==> src/rtl/acc_ctrl_pkg.sv <==
// Shared definitions for the accumulator controller: parameter defaults
// and the controller state encoding.
package acc_ctrl_pkg;

    localparam int DATA_W_DEF = 5;
    localparam int LEN_W_DEF  = 4;

    typedef enum logic [2:0] {
        ST_IDLE   = 3'd0,
        ST_CLEAR  = 3'd1,
        ST_ACCUM  = 3'd2,
        ST_SETTLE = 3'd3,
        ST_DONE   = 3'd4
    } state_t;

endpackage

==> src/rtl/acc_ctrl_cnt.sv <==
// Operand counter for one accumulation job. Cleared when a job is accepted,
// advanced on every operand transfer. tc flags that the next transfer is the
// last one of the job (count == len-1).
module acc_ctrl_cnt
    import acc_ctrl_pkg::*;
#(
    parameter int LEN_W = LEN_W_DEF
) (
    input  logic             pclk,
    input  logic             reset_n,
    input  logic             clr,
    input  logic             inc,
    input  logic [LEN_W-1:0] len,
    output logic             tc
);

    logic [LEN_W-1:0] count_r;

    // Operand count register: cleared at job start, incremented per transfer.
    always_ff @(posedge pclk or negedge reset_n) begin
        if (!reset_n) begin
            count_r <= '0;
        end else if (clr) begin
            count_r <= '0;
        end else if (inc) begin
            count_r <= count_r + LEN_W'(1);
        end else begin
            count_r <= count_r;
        end
    end

    // Compare in LEN_W+1 bits so count+1 never wraps onto a small len.
    assign tc = (({1'b0, count_r} + (LEN_W + 1)'(1)) == {1'b0, len});

endmodule

==> src/rtl/acc_ctrl.sv <==
// Accumulator controller. Sequences an external registered accumulator
// through clear / accumulate / settle for a job of len operands, tracks
// modulo wrap, and presents the final sum with a one-cycle done pulse.
module acc_ctrl
    import acc_ctrl_pkg::*;
#(
    parameter int DATA_W = DATA_W_DEF,
    parameter int LEN_W  = LEN_W_DEF
) (
    input  logic              pclk,
    input  logic              reset_n,
    input  logic              start,
    input  logic [LEN_W-1:0]  len,
    input  logic              abort,
    input  logic              op_valid,
    input  logic [DATA_W-1:0] op_data,
    output logic              op_ready,
    output logic [DATA_W-1:0] acc_in,
    output logic              acc_clr,
    output logic              acc_ce,
    input  logic [DATA_W-1:0] acc_out,
    output logic              busy,
    output logic              done,
    output logic [DATA_W-1:0] result,
    output logic              ovf
);

    state_t             state_r;
    state_t             state_nxt_s;
    logic [LEN_W-1:0]   len_r;
    logic               ovf_acc_r;
    logic [DATA_W-1:0]  result_r;
    logic               ovf_r;
    logic               start_acc_s;
    logic               xfer_s;
    logic               tc_s;
    logic               carry_s;

    assign start_acc_s = (state_r == ST_IDLE) && start;
    assign xfer_s      = (state_r == ST_ACCUM) && op_valid;
    // Unsigned wrap detection on the DATA_W+1-bit sum of current total and operand.
    assign carry_s     = (({1'b0, acc_out} + {1'b0, op_data}) >= {1'b1, {DATA_W{1'b0}}});

    acc_ctrl_cnt #(
        .LEN_W (LEN_W)
    ) u_cnt (
        .pclk    (pclk),
        .reset_n (reset_n),
        .clr     (start_acc_s),
        .inc     (xfer_s),
        .len     (len_r),
        .tc      (tc_s)
    );

    // State register.
    always_ff @(posedge pclk or negedge reset_n) begin
        if (!reset_n) begin
            state_r <= ST_IDLE;
        end else begin
            state_r <= state_nxt_s;
        end
    end

    // Next-state logic; abort outside IDLE overrides every other transition.
    always_comb begin
        state_nxt_s = state_r;
        if ((state_r != ST_IDLE) && abort) begin
            state_nxt_s = ST_IDLE;
        end else begin
            case (state_r)
                ST_IDLE: begin
                    if (start) begin
                        state_nxt_s = ST_CLEAR;
                    end else begin
                        state_nxt_s = ST_IDLE;
                    end
                end
                ST_CLEAR: begin
                    if (len_r == '0) begin
                        state_nxt_s = ST_SETTLE;
                    end else begin
                        state_nxt_s = ST_ACCUM;
                    end
                end
                ST_ACCUM: begin
                    if (xfer_s && tc_s) begin
                        state_nxt_s = ST_SETTLE;
                    end else begin
                        state_nxt_s = ST_ACCUM;
                    end
                end
                ST_SETTLE: state_nxt_s = ST_DONE;
                ST_DONE:   state_nxt_s = ST_IDLE;
                default:   state_nxt_s = ST_IDLE;
            endcase
        end
    end

    // Output decode; acc_in/acc_ce follow the handshake in the same cycle.
    always_comb begin
        op_ready = 1'b0;
        acc_clr  = 1'b0;
        acc_ce   = 1'b0;
        acc_in   = '0;
        busy     = (state_r != ST_IDLE);
        done     = (state_r == ST_DONE);
        case (state_r)
            ST_CLEAR: acc_clr = 1'b1;
            ST_ACCUM: begin
                op_ready = 1'b1;
                if (op_valid) begin
                    acc_ce = 1'b1;
                    acc_in = op_data;
                end else begin
                    acc_ce = 1'b0;
                    acc_in = '0;
                end
            end
            default: begin
                op_ready = 1'b0;
                acc_clr  = 1'b0;
            end
        endcase
    end

    // Job length capture when a new job is accepted.
    always_ff @(posedge pclk or negedge reset_n) begin
        if (!reset_n) begin
            len_r <= '0;
        end else if (start_acc_s) begin
            len_r <= len;
        end else begin
            len_r <= len_r;
        end
    end

    // Sticky wrap flag for the job in progress.
    always_ff @(posedge pclk or negedge reset_n) begin
        if (!reset_n) begin
            ovf_acc_r <= 1'b0;
        end else if (start_acc_s) begin
            ovf_acc_r <= 1'b0;
        end else if (xfer_s && carry_s) begin
            ovf_acc_r <= 1'b1;
        end else begin
            ovf_acc_r <= ovf_acc_r;
        end
    end

    // Result/ovf capture on entry to DONE so they are valid alongside done;
    // an abort during SETTLE leaves the previous job's values in place.
    always_ff @(posedge pclk or negedge reset_n) begin
        if (!reset_n) begin
            result_r <= '0;
            ovf_r    <= 1'b0;
        end else if ((state_r == ST_SETTLE) && !abort) begin
            result_r <= acc_out;
            ovf_r    <= ovf_acc_r;
        end else begin
            result_r <= result_r;
            ovf_r    <= ovf_r;
        end
    end

    assign result = result_r;
    assign ovf    = ovf_r;

endmodule
==> config.mk <==
export PLATFORM = sky130hd
export DESIGN_NAME = acc_ctrl
export DESIGN_NICKNAME = d
export VERILOG_FILES = /design/src/rtl/acc_ctrl_pkg.sv /design/src/rtl/acc_ctrl_cnt.sv /design/src/rtl/acc_ctrl.sv
export SDC_FILE = /design/constraint.sdc
export NUM_CORES = 1
export LEC_CHECK = 0
export CORE_MARGIN = 3
export CORE_UTILIZATION = 47
export CTS_CLUSTER_SIZE = 40
export DETAILED_ROUTE_END_ITERATION = 8
export PLACE_DENSITY = 0.83
export SETUP_SLACK_MARGIN = 0.3
export SYNTH_ARGS = -nofsm -noshare
export SYNTH_HDL_FRONTEND = slang
export SYNTH_SLANG_ARGS = --single-unit
==> constraint.sdc <==
create_clock -name pclk -period 2.5 [get_ports pclk]
set_input_delay 0.5 -clock pclk [delete_from_list [all_inputs] [get_ports pclk]]
set_output_delay 0.5 -clock pclk [all_outputs]
set_load 0.005 [all_outputs]
======== After elaboration in Yosys (flattened, before gate mapping) ========
Cells that the tools add are included.
storage, ports and cells
  flip-flop bits (word level) ............. 18
  output and inout bits ................... 16
  word-level logic and storage cells ...... 42
cells by class
  muxes and demuxes ....................... 15
  $lt $le $gt $ge ......................... 1
  equality and inequality tests ........... 5
  reduce and logical (&&, ||, !) cells .... 12
  add/subtract/negate cells ............... 3
operator list
  kind                 count
  $pmux 3 s4           1
  $mux 5               2
  $mux 1               9
  $mux 4               2
  $add 5x5->6          1
  $eq 3x2->1 const B   2
  $ge 6x6->1 const B   1
  $logic_and 1x1->1    6
  $add 4x1->5 const B  1
  $eq 5x4->1           1
  $add 4x1->4 const B  1
  $logic_not 4->1      1
  $reduce_bool 2->1    2
  $eq 3x1->1 const B   1
  $eq 3x3->1 const B   1
  $logic_not 3->1      1
  $mux 3               1
  $reduce_bool 3->1    1
  $logic_not 1->1      1

======== Depth between registers and ports, before layout ========
Gate-level depths: netlist of the first run.
  word-level depth ........................ 6
  mapped depth ............................ 6
  mapped depth without buffers ............ 5

======== Modules after synthesis ========
From an unflattened synthesis of the first run, not the netlist that was laid out.
unflattened totals
  cells, all modules ...................... 83
  area, all modules ....................... 1009.7 um^2
modules (own cells, without submodules)
  module        area each (um^2)  cells each  seq. area each (um^2)  instances
  acc_ctrl      750.7             57          350.3                  1
  acc_ctrl_cnt  259.0             26          100.1                  1

======== Least setup slack after synthesis of the first run ========
No wires, ideal clock.
  kind .................................... flip-flop to output port
  from .................................... register state_r[0]
  to ...................................... output port acc_in[0]
  data required time ...................... 2.000 ns
  cell stages (with the launch flop) ...... 6
  buffers on the path ..................... 2
  arrival time ............................ 1.080 ns
  slack ................................... 0.920 ns
  cell sequence ........................... dfrtp_1 -> nor2_1 -> and3_1 -> buf_6 -> buf_6 -> and2_1
on the way
  word-level cells in the longest chain between the ends .. 2
ends and longest elaborated chain
  what                      line             source
  start: declaration        acc_ctrl.sv:28   state_t state_r;
  start signal: assignment  acc_ctrl.sv:60   state_r <= state_nxt_s;
  $eq 3x2->1                acc_ctrl.sv:107  case (state_r)
  $mux 5                    acc_ctrl.sv:107
  end: declaration          acc_ctrl.sv:18   output logic [DATA_W-1:0] acc_in,
No other way between the ends.

======== Worst setup path in the final report of the first run ========
  from .................................... input port op_valid
  to ...................................... output port acc_in[4]
on the way
  word-level cells in the longest chain between the ends .. 2
ends and longest elaborated chain
  what                line             source
  start: declaration  acc_ctrl.sv:15   input logic op_valid,
  $mux 5              acc_ctrl.sv:111  if (op_valid) begin
  $mux 5              acc_ctrl.sv:107
No other way between the ends.

==> results of run 1 <==
cells by family (layout without fill, tap and decap cells):
group | after synthesis | count (layout) | share of synthesized area [%]
and+or+nand+nor | 25 | 25 | 14.4
xor gates and xnor gates | 8 | 8 | 7.04
muxes | 12 | 12 | 15.6
AOI/OAI and AO/OA | 10 | 10 | 6.41
adders and majority gates | 6 | 6 | 7.54
DFF | 18 | 18 | 45.2
buffers and inverters | 4 | 42 | 3.77
worst max-delay path by stage:
stage / start / depth (start not counted) / slack (ns) / end
after floorplan: state_r[0] / 5 / 0.92 / acc_in[0]
after global placement: op_valid / 4 / 0.14 / acc_in[1]
after detailed placement: op_valid / 4 / 0.10 / acc_in[3]
after CTS: state_r[1] / 2 / 0.31 / acc_clr
after global routing: op_valid / 5 / 0.32 / acc_in[4]
final: op_valid / 5 / 0.36 / acc_in[4]
report_power, final:
| part | internal, mW | switching (mW) | total [mW] |
|---|---|---|---|
| combinational | 0.382 | 0.190 | 0.572 |
| clock | 0.0888 | 0.0937 | 0.182 |
| sequential | 0.403 | 0.113 | 0.516 |
area by class of cell:
class / count / area (um2)
fill: 142 / 577
multi-input combinational: 61 / 520
sequential: 18 / 452
timing repair buffer: 37 / 359
clock buffer: 4 / 36.3
tap: 27 / 33.8
inverter: 1 / 3.75
critical path, delay by kind of cell:
| kind | cells | cell delay, ns |
|---|---|---|
| AND/OR/NAND/NOR | 2 | 0.33 |
| buffers and inverters | 3 | 0.81 |
what timing repair did:
action                     in CTS  in global routing
setup buffers                   2                  0
setup endpoints to repair       6                  5
resized for setup               7                  4
hold endpoints to repair        0                  0
metrics by stage:
stage	hold WS, ns	worst slack (ns)	power, mW	util, %	instances
after detailed placement	0.496	0.100	1.08	67.8	142
after global routing	0.536	0.316	1.34	70.9	148
after floorplan	0.204	0.920	0.828	-	83
after CTS	0.525	0.309	1.27	70.3	148
final	0.521	0.355	1.27	70.9	148
after global placement	0.492	0.137	1.06	67.8	142
per-layer routing:
metal	global-route usage (%)	routed length, um	up-vias	part of all wire [%]
li1	-	-	371	-
met1	18.1	854	377	42
met2	30.1	1090	19	54
met3	2.01	67	2	3.3
met4	5.24	21	0	1.0
met5	0	0	-	0
cell usage in the layout (no fill, tap or decap), types with 3 or more instances in the layout:
cell type / n
and2_1: 6
buf_4: 3
clkbuf_4: 3
clkdlybuf4s50_1: 28
dfrtp_1: 17
dlygate4sd2_1: 5
ha_1: 6
mux2_2: 4
mux2_4: 6
nand2_1: 6
xnor2_1: 5
xor2_1: 3
registers in the layout (all words and copies together), names as in the netlist:
signal / count
ovf: 1
state_r: 3
u_cnt.count_r: 4
result: 5
ovf_acc_r: 1
len_r: 4
==> results.cfg, run 1 <==
[clock_network]
cts_buffers = 3
ctsHoldBuffers = 0
clk_pin_slew_ns = 0.10
ctsHtreeMaxLevel = 1
clk-insertion-delay-late_ns = 0.29
clock_path_buffers = 2
tritoncts = yes
ctsRootBufferMaster = clkbuf_4
tritoncts_num_sinks = 18

[synth]
synth.ff_latch_count = 18
number_of_different_library_cells_in_the_post_synthesis_netlist = 27
dominant_synthesized_flop_cell = dfrtp_1
synth.top_cells.by_area = dfrtp_1 (45%), mux2_4 (9.0%), ha_1 (7.5%)
synth_top_cell_area_share_pct = 45.2
post_synth_most_frequent_cells = dfrtp_1 (18), and2_1 (6), ha_1 (6), mux2_4 (6), nand2_1 (6)
netlist_area_um2 = 996
postSynthCellCount = 83
synth_edf_count = 0
seq_area_frac_synth_pct = 45.2
synth_warnings = 0
post_synth.cell_area_avg_um2 = 12.0
synthMostInstantiatedCell = dfrtp_1
synth_top_area_cell = dfrtp_1
synthesis.nets = 108
synth_async_sr_flop_share_pct = 100

[timing]
setup_tns_ns = 0
final.setup_skew_ns = 0.000547
worst_slew_pin_slew_ns = 0.771
final-max-slew-violation-count = 0
hold_viol = 0
setup_viol = 0
final_period_minus_worst_setup_slack_ns = 2.14
unrepaired_setup_endpoints_after_global_routing = false
timing.final.crit_share_pct = 85.8
slew_headroom_pct = 48.4
achievable-frequency_mhz = 466

[floorplan]
die_y_um = 52.0
design.portCount = 35
initial_core_util_pct = 50.3
design.die.area_um2 = 2710
die_x_extent_um = 52.0
placeableCoreArea_um2 = 1980
std_cell_rows = 16

[critical_path]
reg2regPathDepth = 3
crit_path_top_delay_cell = clkdlybuf4s50_1
cp.arrival_ns = 1.64
crit_path_max_incr_delay_ns = 0.47
category_of_the_critical_setup_timing_path = input port to primary output
worst_setup_path_start_kind = input port
r2r-end = result[0]
crit_chain = clkdlybuf4s50_1 -> and3_4 -> buf_4 -> and2_1 -> dlygate4sd2_1
crit_path_required_time_ns = 2.00
crit_path_max_fanout = 5
cp-end-kind = primary output
reg2reg_slack_ns = 0.98
rr_startpoint = state_r[2]

[finish]
design.final.nets = 147
antenna_cells = 0
growth_of_design_area_from_synthesis_to_finish_pct = 41.1
stdcell_area_um2 = 1410
layout-drive-gt1-share_pct = 19.0

[placed_design]
placed_area_um2 = 1340
place_congestion = 0.721
port_buffers = 34
dp_hpwl_mm = 1.59

[route]
ant_nets = 0
dr.first_iter.drc_count = 9
drt_first_pass_iters = 4
route.detailed.wl_per_inst_um = 13.8
finalWirelength_mm = 2.04
route.detailed.vias_per_inst = 5.20
dr_total_vias = 769
route.detailed.drc = 0

[worst_hold_path]
min-delay-path-class = register to register
holdCritStartpoint = result[0]
holdPathEnd = result[0]
timing.hold.worst_path_depth = 1

[power_and_ir_drop]
power.leakage_nw = 0.665
cellPowerDensity_nw_per_um2 = 904
vdd.ir_drop.worst_mv = 0.680

[global_route]
grt_antenna_before_repair = 0
global_route_wire_length_before_repair_mm = 3.25
first_global_vias = 751
pin_count_of_the_biggest_net_entering_global_routing = 19
globalRouteTotalUtil_pct = 15.9
globalRouteOverflowTotal = 0

[flow_run]
max_cap_viol_count = 0

[outcome]
run_status = completed
Note: power is estimated with default switching activity, not from simulation.
==> run 2, diff against run 1 <==
--- a/config.mk
+++ b/config.mk
@@ -9,6 +9,7 @@
 export CORE_UTILIZATION = 47
 export CTS_CLUSTER_SIZE = 40
 export DETAILED_ROUTE_END_ITERATION = 8
+export GPL_ROUTABILITY_DRIVEN = 1
 export PLACE_DENSITY = 0.83
 export SETUP_SLACK_MARGIN = 0.3
 export SYNTH_ARGS = -nofsm -noshare
==> results of run 2 <==
Final layout, timing and power as in run 1 (identical DEF).
==> run 3, diff against run 2 <==
--- a/config.mk
+++ b/config.mk
@@ -5,6 +5,7 @@
 export SDC_FILE = /design/constraint.sdc
 export NUM_CORES = 1
 export LEC_CHECK = 0
+export CORE_ASPECT_RATIO = 1.1
 export CORE_MARGIN = 3
 export CORE_UTILIZATION = 47
 export CTS_CLUSTER_SIZE = 40
==> run 3 against run 2 <==
Effect of this change: via count is 0.26% higher; register-to-register slack worse by 0.06 ns; first-iteration DRC count shrank 33%; total power rose by 2.5%; critical path depth unchanged; global-route usage up 1.3 points; non-clock buffer count increased by 5; sequential share of layout area is 0.53 points lower; flip-flop and latch count unchanged; clock skew increased by 0.0097 ns.
==> results.cfg, run 3 (same netlist as run 1, synthesis figures left out) <==
[worst_hold_path]
timing.hold.worst_path_depth = 1
min-delay-path-class = register to register

[route]
route.detailed.drc = 0
ant_nets = 0
finalWirelength_mm = 2.15
drt_first_pass_iters = 4
route.detailed.vias_per_inst = 5.04
route.detailed.wl_per_inst_um = 14.0
dr_total_vias = 771
dr.first_iter.drc_count = 6

[finish]
finalCoreUtilization_pct = 76.1
multi_input_comb_area_um2 = 520
antenna_cells = 0
largest_reg_flops = 5
final.fill_count = 144
growth_of_design_area_from_synthesis_to_finish_pct = 43.8
design.final.nets = 152
seq_area_um2 = 453
most-common-layout-cells = clkdlybuf4s50_1 (28), dfrtp_1 (16), buf_4 (8)
layout_commonest_cell = clkdlybuf4s50_1
layout-drive-gt1-share_pct = 24.6

[floorplan]
placeableCoreArea_um2 = 1880
initial_core_util_pct = 52.9
die_x_extent_um = 49.9
die_y_um = 54.3
std_cell_rows = 16
design.die.area_um2 = 2710
design.portCount = 35

[timing]
unrepaired_setup_endpoints_after_global_routing = false
fin_hold_ws_ns = 0.520
achievable-frequency_mhz = 462
slew_headroom_pct = 46.5
worst_slew_pin_slew_ns = 0.800
final.setup_skew_ns = 0.0103
hold_viol = 0
final_period_minus_worst_setup_slack_ns = 2.16
final-max-slew-violation-count = 0
setup_viol = 0
timing.final.crit_share_pct = 86.6
setup_tns_ns = 0

[clock_network]
tritoncts = yes
ctsHtreeMaxLevel = 1
clk_pin_slew_ns = 0.11
clk-insertion-delay-late_ns = 0.30
cts_buffers = 3
ctsHoldBuffers = 0
tritoncts_num_sinks = 18
clock_path_buffers = 2
ctsRootBufferMaster = clkbuf_4

[global_route]
pin_count_of_the_biggest_net_entering_global_routing = 19
globalRouteOverflowTotal = 0
global_route_wire_length_before_repair_mm = 3.48
globalRouteTotalUtil_pct = 17.2
first_global_vias = 819
grt_antenna_before_repair = 0

[critical_path]
reg2reg_slack_ns = 0.92
crit_path_max_fanout = 4
cp-end-kind = primary output
crit_path_required_time_ns = 2.00
category_of_the_critical_setup_timing_path = input port to primary output
reg2regPathDepth = 7
cp.arrival_ns = 1.66
worst_setup_path_start_kind = input port

[power_and_ir_drop]
power.leakage_nw = 0.670
vdd.ir_drop.worst_mv = 0.623
cellPowerDensity_nw_per_um2 = 909

[placed_design]
dp_hpwl_mm = 1.60
port_buffers = 34
place_congestion = 0.680

[flow_run]
max_cap_viol_count = 0

[outcome]
run_status = completed
==> run 3: changes by cell type in the layout (fill, tap and decap cells not counted) <==
| cell | delta |
|---|---|
| dfrtp_2 | +1 |
| dlymetal6s2s_1 | -1 |
| buf_4 | +5 |
| dfrtp_1 | -1 |
| clkbuf_2 | +2 |
| dlygate4sd2_1 | -1 |
==> run 3: final timing paths <==
check                      startpoint               end
max                          op_valid         acc_in[4]
min                         ovf_acc_r               ovf
max reg2reg                state_r[1]  u_cnt.count_r[2]
min reg2reg                 ovf_acc_r               ovf
max in group asynchronous     reset_n        state_r[0]
min in group asynchronous     reset_n         result[1]
==> run 3: layout make-up <==
class | instances | area share, %
multi-input combinational | 61 | 36.3
sequential | 18 | 31.6
timing repair buffer | 42 | 26.9
clock buffer | 4 | 2.53
tap | 27 | 2.36
inverter | 1 | 0.262
==> run 3: through the flow <==
step | total power [mW] | std cells | instance area (um2) | setup slack [ns]
global placement | 1.06 | 142 | 1340 | 0.0739
CTS | 1.28 | 150 | 1410 | 0.245
finish | 1.30 | 153 | 1430 | 0.336
detailed placement | 1.09 | 142 | 1340 | 0.00864
floorplan | 0.828 | 83 | 996 | 0.920
global route | 1.39 | 153 | 1430 | 0.302
==> run 3: metal layers <==
| metal | wire length (um) | GRT usage, % | up-vias |
|---|---|---|---|
| met1 | 856 | 18.7 | 373 |
| li1 | - | - | 380 |
| met3 | 95 | 5.45 | 2 |
| met5 | 0 | 0 | - |
| met2 | 1180 | 33.0 | 16 |
| met4 | 14 | 4.15 | 0 |
==> run 3: critical path, cell delays in order <==
cell and delay, ns:
clkdlybuf4s50_1 0.47, and3_4 0.20, buf_4 0.11, and2_1 0.13
dlygate4sd2_1 0.25
==> run 3: what timing repair did <==
item | CTS | global route
gates resized for setup | 11 | 5
pin swaps | 0 | 0
buffers inserted | 4 | 3
hold endpoints to repair | 0 | 0
endpoints found under the setup margin | 6 | 3
==> run 3: power breakdown <==
group	internal, mW	switching [mW]
clock	0.0888	0.0913
combinational	0.404	0.214
sequential	0.403	0.101
